==> config.mk <==
export PLATFORM = sky130hd
export DESIGN_NAME = bcd_scan_display
export DESIGN_NICKNAME = d
export VERILOG_FILES = /design/src/rtl/bcd_scan_display_pkg.sv /design/src/rtl/bcd_scan_display_bin2bcd_seq.sv /design/src/rtl/bcd_scan_display.sv
export SDC_FILE = /design/constraint.sdc
export NUM_CORES = 1
export LEC_CHECK = 0
export CORE_ASPECT_RATIO = 1.25
export CORE_UTILIZATION = 60
export DETAILED_ROUTE_END_ITERATION = 12
export PLACE_DENSITY = 0.86
export RECOVER_POWER = 25
export SLEW_MARGIN = 10
export SYNTH_ARGS = -nofsm -noshare
export SYNTH_HDL_FRONTEND = slang
export SYNTH_SLANG_ARGS = --single-unit
==> constraint.sdc <==
create_clock -name clk -period 5.6 [get_ports clk]
set_input_delay 1.12 -clock clk [delete_from_list [all_inputs] [get_ports clk]]
set_output_delay 1.12 -clock clk [all_outputs]
set_load 0.03 [all_outputs]
==> src/rtl/bcd_scan_display_pkg.sv <==
// rtl/bcd_scan_display_pkg.sv - digit codes, segment patterns and FSM states for bcd_scan_display
package bcd_scan_display_pkg;

    localparam logic [3:0] DIG_BLANK = 4'hA;
    localparam logic [3:0] DIG_DASH  = 4'hB;

    localparam logic [6:0] SEG_0     = 7'b1000000;
    localparam logic [6:0] SEG_1     = 7'b1111001;
    localparam logic [6:0] SEG_2     = 7'b0100100;
    localparam logic [6:0] SEG_3     = 7'b0110000;
    localparam logic [6:0] SEG_4     = 7'b0011001;
    localparam logic [6:0] SEG_5     = 7'b0010010;
    localparam logic [6:0] SEG_6     = 7'b0000010;
    localparam logic [6:0] SEG_7     = 7'b1111000;
    localparam logic [6:0] SEG_8     = 7'b0000000;
    localparam logic [6:0] SEG_9     = 7'b0010000;
    localparam logic [6:0] SEG_BLANK = 7'b1111111;
    localparam logic [6:0] SEG_DASH  = 7'b0111111;

    typedef enum logic [1:0] {
        ST_IDLE   = 2'd0,
        ST_CONV_L = 2'd1,
        ST_CONV_R = 2'd2,
        ST_COMMIT = 2'd3
    } conv_state_t;

    function automatic logic [6:0] seg_decode(input logic [3:0] digit);
        case (digit)
            4'd0:     return SEG_0;
            4'd1:     return SEG_1;
            4'd2:     return SEG_2;
            4'd3:     return SEG_3;
            4'd4:     return SEG_4;
            4'd5:     return SEG_5;
            4'd6:     return SEG_6;
            4'd7:     return SEG_7;
            4'd8:     return SEG_8;
            4'd9:     return SEG_9;
            DIG_DASH: return SEG_DASH;
            default:  return SEG_BLANK;
        endcase
    endfunction

endpackage

==> src/rtl/bcd_scan_display_bin2bcd_seq.sv <==
// rtl/bcd_scan_display_bin2bcd_seq.sv - sequential subtract-10 binary to two-digit BCD converter
module bin2bcd_seq (
    input  logic       clk,
    input  logic       rst,
    input  logic       start,
    input  logic [6:0] bin,
    output logic       done,
    output logic [3:0] tens,
    output logic [3:0] ones
);
    import bcd_scan_display_pkg::*;

    logic [6:0] residue;
    logic [3:0] tens_cnt;
    logic       busy;
    logic       over;

    // start takes priority so a new value can load on the exit cycle of the previous one
    always_ff @(posedge clk or posedge rst) begin
        if (rst) begin
            residue  <= '0;
            tens_cnt <= '0;
            busy     <= 1'b0;
            over     <= 1'b0;
        end else if (start) begin
            residue  <= bin;
            tens_cnt <= '0;
            busy     <= 1'b1;
            over     <= (bin > 7'd99);
        end else if (busy) begin
            if (!over && residue >= 7'd10) begin
                residue  <= residue - 7'd10;
                tens_cnt <= tens_cnt + 4'd1;
            end else begin
                busy <= 1'b0;
            end
        end
    end

    assign done = busy && (over || residue < 7'd10);
    assign tens = over ? DIG_DASH : tens_cnt;
    assign ones = over ? DIG_DASH : residue[3:0];

endmodule

==> src/rtl/bcd_scan_display.sv <==
// rtl/bcd_scan_display.sv - two binary values to a scanned 4-digit common-anode 7-segment display
module bcd_scan_display #(
    parameter int SCAN_DIV = 50000
) (
    input  logic       clk,
    input  logic       rst,
    input  logic [6:0] left_val,
    input  logic [6:0] right_val,
    input  logic       blank_lead,
    input  logic       dp_on,
    output logic [3:0] an,
    output logic [6:0] seg,
    output logic       dp,
    output logic       ready
);
    import bcd_scan_display_pkg::*;

    localparam int PW = (SCAN_DIV > 1) ? $clog2(SCAN_DIV) : 1;

    conv_state_t   state;
    logic [6:0]    shadow_l, shadow_r;
    logic [6:0]    committed_l, committed_r;
    logic [3:0]    left_tens, left_ones;
    logic [15:0]   disp;
    logic [PW-1:0] prescale;
    logic [1:0]    scan_idx;
    logic          need_pass;
    logic          conv_start, conv_done;
    logic [6:0]    conv_bin;
    logic [3:0]    conv_tens, conv_ones;
    logic [3:0]    cur_digit, shown_digit;

    // until the first commit ready is low, which doubles as the forced-first-pass flag
    assign need_pass = !ready || (left_val != committed_l) || (right_val != committed_r);

    always_comb begin
        conv_start = 1'b0;
        conv_bin   = left_val;
        if (state == ST_IDLE && need_pass) begin
            conv_start = 1'b1;
        end else if (state == ST_CONV_L && conv_done) begin
            conv_start = 1'b1;
            conv_bin   = shadow_r;
        end
    end

    bin2bcd_seq u_conv (
        .clk   (clk),
        .rst   (rst),
        .start (conv_start),
        .bin   (conv_bin),
        .done  (conv_done),
        .tens  (conv_tens),
        .ones  (conv_ones)
    );

    always_ff @(posedge clk or posedge rst) begin
        if (rst) begin
            state       <= ST_IDLE;
            shadow_l    <= '0;
            shadow_r    <= '0;
            committed_l <= '0;
            committed_r <= '0;
            left_tens   <= DIG_BLANK;
            left_ones   <= DIG_BLANK;
            disp        <= {4{DIG_BLANK}};
            ready       <= 1'b0;
        end else begin
            case (state)
                ST_IDLE: begin
                    shadow_l <= left_val;
                    shadow_r <= right_val;
                    if (need_pass) state <= ST_CONV_L;
                end
                ST_CONV_L: if (conv_done) begin
                    left_tens <= conv_tens;
                    left_ones <= conv_ones;
                    state     <= ST_CONV_R;
                end
                ST_CONV_R: if (conv_done) state <= ST_COMMIT;
                ST_COMMIT: begin
                    // converter is idle here and still holds the right-hand digits
                    disp        <= {left_tens, left_ones, conv_tens, conv_ones};
                    committed_l <= shadow_l;
                    committed_r <= shadow_r;
                    ready       <= 1'b1;
                    state       <= ST_IDLE;
                end
                default: state <= ST_IDLE;
            endcase
        end
    end

    always_comb begin
        cur_digit   = disp[{scan_idx, 2'b00} +: 4];
        shown_digit = cur_digit;
        if (blank_lead && scan_idx[0] && cur_digit == 4'd0) shown_digit = DIG_BLANK;
    end

    always_ff @(posedge clk or posedge rst) begin
        if (rst) begin
            prescale <= '0;
            scan_idx <= 2'd3;
            an       <= 4'b1111;
            seg      <= SEG_BLANK;
            dp       <= 1'b1;
        end else begin
            if (prescale == PW'(SCAN_DIV - 1)) begin
                prescale <= '0;
                scan_idx <= scan_idx - 2'd1;
            end else begin
                prescale <= prescale + PW'(1);
            end
            an  <= ~(4'b0001 << scan_idx);
            seg <= seg_decode(shown_digit);
            dp  <= !(scan_idx == 2'd2 && dp_on);
        end
    end

endmodule
After elaboration in Yosys (flattened, before gate mapping) --
Memories as Yosys holds them, arrays and structs flattened. A register that Yosys moved wholly into a read port is not among the register bits. Cells that the tools add are included.
Cells by class: add/sub/neg operators 4, magnitude comparators 3, eq/ne operators 10, shifts and indexed selects 2, muxes and demuxes 21, bitwise operators 1, reductions and logical operators 20
Operators with widths (count):
- $mux 7 | 5
- $mux 4 | 6
- $add 16x1->16 const B | 1
- $eq 16x16->1 const B | 1
- $mux 16 | 1
- $shiftx 16x5->4 | 1
- $ne 7x7->1 | 2
- $pmux 2 s4 | 1
- $ge 7x4->1 const B | 1
- $gt 7x7->1 const B | 1
- $logic_and 1x1->1 | 7
- $lt 7x4->1 const B | 1
- $sub 7x4->7 const B | 1
- $eq 2x2->1 const B | 3
- $mux 2 | 3
- $ne 2x2->1 const B | 3
- $mux 1 | 5
- $add 4x1->4 const B | 1
- $logic_not 4->1 | 1
- $not 4->4 | 1
- $reduce_and 2->1 | 2
- $reduce_bool 2->1 | 2
- $shl 1x2->4 const A | 1
- $logic_not 1->1 | 3
- 5 further kinds | 7
Storage, ports and cells: register bits 91, memory bits (read-only) 112, input bits 18, output and inout bits 13, logic and storage cells 79, memories kept 1
Memory list:
- (no name shown) | depth 16, bits a word 7, rd ports 1, clocked after memory_dff 1, write ports 0, line bcd_scan_display_pkg.sv:28 | case (digit)

Depth between registers and ports, before layout --
word-level depth 8, mapped depth 11, depth with buffers taken out 10

By module --
From an unflattened synthesis, not the netlist that was laid out.
Second synthesis, totals: cell total of the unflattened synthesis 382, area, all modules 4687.0 µm²
Modules (own cells, without submodules):
- bcd_scan_display | times used 1, cells an instance 299, area an instance 3925.0 µm²
- bin2bcd_seq | times used 1, cells an instance 83, area an instance 762.0 µm²

Worst setup path after synthesis --
No wires, ideal clock.
kind input to register, from in left_val[4], to reg u_conv.residue[6], setup time 94 ps, arrival time 2319 ps, data required time 5506 ps, slack 3187 ps, stages on the path 6, cell sequence xnor2_1 > nand4_1 > nor4_2 > o21ai_1 > o221a_1 > a211oi_1
On the way: cells in the longest elaborated chain, start to end 7, elaborated cells on any way between the ends 10
Ends and longest elaborated chain:
- from (decl) | line bcd_scan_display.sv:7 | input logic [6:0] left_val,
- $ne 7x7->1 (*) | line bcd_scan_display.sv:34 | assign need_pass = !ready || (left_val != committed_l) || (right_val != committed_r);
- $logic_or 1x1->1 (*) (2 in series) | line bcd_scan_display.sv:34
- $logic_and 1x1->1 (*) | line bcd_scan_display.sv:39 | if (state == ST_IDLE && need_pass) begin
- $mux 1 | line bcd_scan_display.sv:39
- $reduce_bool 2->1 (no line)
- $reduce_and 2->1 (no line)
- to (signal assigned) | line bcd_scan_display_bin2bcd_seq.sv:26 | residue <= bin;
- to (signal assigned) | line bcd_scan_display_bin2bcd_seq.sv:32 | residue <= residue - 7'd10;
- to (decl) | line bcd_scan_display_bin2bcd_seq.sv:13 | logic [6:0] residue;
Every way passes the cells marked *; elsewhere a longest branch is shown, timed or not. A chain may end at the register's enable or synchronous reset.

==> impl_metrics.env <==
export IMPL_syn_area_um2=4610
export IMPL_coreArea_um2=7400
export IMPL_dieArea_um2=8050
export IMPL_boundaryPins=31
export IMPL_dr_total_vias=3072
export IMPL_drc=0
export IMPL_hold_worst_slack_ps=474
export IMPL_synth_compound_area_share_pct=8.95
export IMPL_path_max_fanout=56
export IMPL_cts_tree="yes"
export IMPL_synthCells=410
export IMPL_rsz0062_at_grt="false"
export IMPL_synth_edf_count=0
export IMPL_rows=35
export IMPL_cp_data_required_time_ps=6030
export IMPL_cts_root_buf="clkbuf_8"
export IMPL_initial_core_util_pct=62.3
export IMPL_met2_usage_pct=41.4
export IMPL_status="finished, violations left"
export IMPL_sw_frac_of_total_pct=35.8
export IMPL_seqPwrFrac_pct=44.3
export IMPL_power_mw=2.67
export IMPL_place_gp_congestion=0.871
export IMPL_post_cts_resized=0
export IMPL_track_usage_pct=23.9
export IMPL_cts_max_level=3
export IMPL_synth_xor_area_share_pct=6.26
export IMPL_synth_top_family_by_area="simple AND/OR/NAND/NOR gates"
export IMPL_cts_setup_buffers=0
export IMPL_max_freq_ghz=0.331
export IMPL_cts_sinks=98
export IMPL_grt_antenna_before_repair=0
export IMPL_finalSetupTns_ps=0
export IMPL_tightest_slew_ps=1780
export IMPL_async_flop_share_pct=100
export IMPL_power_internal_mw=1.71
export IMPL_reg2reg_to="seg[4]"
export IMPL_use_met1_pct=28.0
export IMPL_clk_latency_ps=370
export IMPL_failed_checks="max-capacitance violations, max-slew violations"
export IMPL_final_nets=472
export IMPL_grt_pass1_wl_mm=14.5
export IMPL_synth_commonest_cells="dfrtp_1 (72), nor2_1 (38), mux2_2 (37)"
export IMPL_dr_pass1_iters=5
export IMPL_clk_pin_slew_ps=100
export IMPL_met3_usage_pct=4.18
export IMPL_avgSynthCellArea_um2=11.3
export IMPL_diodes=0
export IMPL_cp_slowest_stage_delay_ps=1030
export IMPL_top_usage_layer="met2"
export IMPL_hp_class="reg2reg"
export IMPL_setup_violations_final=0
export IMPL_place_hpwl_mm=5.89
export IMPL_crit_chain="dlygate4sd3_1, clkinvlp_2, buf_4"
export IMPL_critPathLaunch="rst"
export IMPL_gr_total_overflow=0
export IMPL_cp_start_kind="input port"
export IMPL_die_x_um=80.4
export IMPL_fp_dieH_um=100
export IMPL_layout_drive_gt1_share_pct=19.9
export IMPL_comb_power_share_pct=38.4
export IMPL_numPortBuffers=30
export IMPL_yosysTopAreaCell="dfrtp_1"
export IMPL_drt_iter0_drc=219
export IMPL_routed_via_density=5.75
export IMPL_r2r_start="scan_idx[0]"
export IMPL_cts_buffer_depth=2
export IMPL_final_antenna_net_count=0
export IMPL_post_drt_wl_per_cell_um=15.5
export IMPL_grt_pass1_vias=3178
export IMPL_skew_ps=12.5
export IMPL_hold_viol_final=0
export IMPL_finalMaxSlewViolations=44
export IMPL_irDropWorstVdd_mv=0.328
export IMPL_synthAdderAreaFrac_pct=4.61
export IMPL_synth_mux_area_fraction_pct=11.3
export IMPL_p_sw_mw=0.955
export IMPL_slew_headroom_pct=-19.5
export IMPL_p_leak_nw=2.19
export IMPL_synth_top_area_share_pct=39.0
export IMPL_ys_seq_area_share_pct=53.9
export IMPL_yosysWarnings=0
export IMPL_fin_util_pct=70.0
export IMPL_worstSetupEndpointType="async pin"
export IMPL_endpoint="prescale[0]"
export IMPL_synth_simple_gate_area_share_pct=11.8
export IMPL_reg2reg_depth=9
export IMPL_synthesis_nets=445
export IMPL_cts_buffers=9
export IMPL_r2r_setup_slack_ps=2760
export IMPL_synth_cell_types=52
export IMPL_cp_slowest_cell="clkinvlp_2"
export IMPL_yosysMostFrequentCell="dfrtp_1"
export IMPL_setup_worst_path_class="in2async"
export IMPL_period_share_pct=53.9
export IMPL_grt_max_degree=57
export IMPL_final_min_clock_period_ps=3020
export IMPL_drv_cap=1
export IMPL_power_density_nw_per_um2=515
export IMPL_areaGrowthSynthToFinish_pct=12.3
export IMPL_ys_top_cells_by_area="dfrtp_1 (39%), dfstp_2 (15%), mux2_2 (9.0%), ha_1 (4.6%), xnor2_1 (4.4%)"
export IMPL_routed_wl_mm=8.29
export IMPL_p_clk_share_pct=17.3
export IMPL_synth_seq_cells=98
export IMPL_arrival_ps=3450
export IMPL_hold_buffers=0
export IMPL_synth_flop_cell="dfrtp_1"
[cells in the final DEF (no fill, tap or decap), drive strengths merged, types with 2 or more instances in the layout]
master,netlist,final
nor3,7,7
dfrtp,72,72
clkbuf,12,10
clkinv,1,4
mux2i,6,6
a21boi,3,3
mux2,37,37
mux4,2,2
a21oi,21,21
nand2,34,34
a211oi,3,3
o21ai,22,22
and4,2,2
and3,3,3
nor2,38,38
o211ai,2,2
nand4,7,7
dfstp,26,26
clkdlybuf4s50,0,29
xor2,10,10
or2,2,2
o221a,2,2
inv,20,20
o311ai,2,2
buf,4,2
nand2b,2,2
clkinvlp,0,2
ha,17,17
nand3,8,8
nand3b,4,4
a21o,2,2
xnor2,23,23
[registers in the layout (all words and copies together) (netlist names), 7 cells and up]
name / count
shadow_r: 7
u_conv.residue: 7
committed_l: 7
disp: 16
shadow_l: 7
seg: 7
committed_r: 7
prescale: 16
[layout make-up]
type,count,area [um2]
fillers,548,2220
repair buffers,32,315
well taps,92,115
multi-input cells,275,1980
flip-flops and latches,98,2480
clock inverters,6,65.1
clock buffers,10,138
inverters,21,81.3
[power groups by stage]
stage / registers, mW / clock network (mW) / logic (mW)
floorplan: 1.18 / 0 / 0.780
global placement: 1.17 / 0 / 0.978
detailed placement: 1.19 / 0 / 1.02
CTS: 1.18 / 0.473 / 1.03
global route: 1.22 / 0.502 / 1.13
finish: 1.18 / 0.463 / 1.02
[per-stage QoR]
stage / setup slack [ps] / std cells / cell area (um2)
floorplan: 1960 / 410 / 4610
global placement: 2400 / 518 / 4980
detailed placement: 2360 / 518 / 4980
CTS: 2740 / 534 / 5180
global route: 2150 / 534 / 5180
finish: 2580 / 534 / 5180
[cells by family after synthesis]
logic type / Yosys count
AOI/OAI and AO/OA: 66
xor gates and xnor gates: 33
adders and majority gates: 17
buffers and inverters: 37
DFF: 98
muxes: 45
and+or+nand+nor: 114
[metal layers]
metal | vias to the layer above | routed length (um)
met5 | - | 0
met4 | 0 | 251
met3 | 25 | 249
met2 | 78 | 4430
met1 | 1504 | 3360
li1 | 1465 | -
[worst max-delay path, delay by kind of cell]
kind / cells / cell delay (ps)
buffers and inverters: 3 / 2300
[worst min-delay path by stage]
stage / startpoint / endpoint / slack, ps / depth (start not counted)
3_3_place_gp: left_ones[1] / left_ones[1] / 450 / 2
4_1_cts: left_ones[1] / left_ones[1] / 480 / 2
6_report: left_tens[1] / left_tens[1] / 470 / 2
3_5_place_dp: left_ones[1] / left_ones[1] / 460 / 2
2_1_floorplan: left_tens[2] / left_tens[2] / 440 / 2
5_1_grt: left_ones[3] / left_ones[3] / 510 / 2
Power figures use the tool's default switching activity.
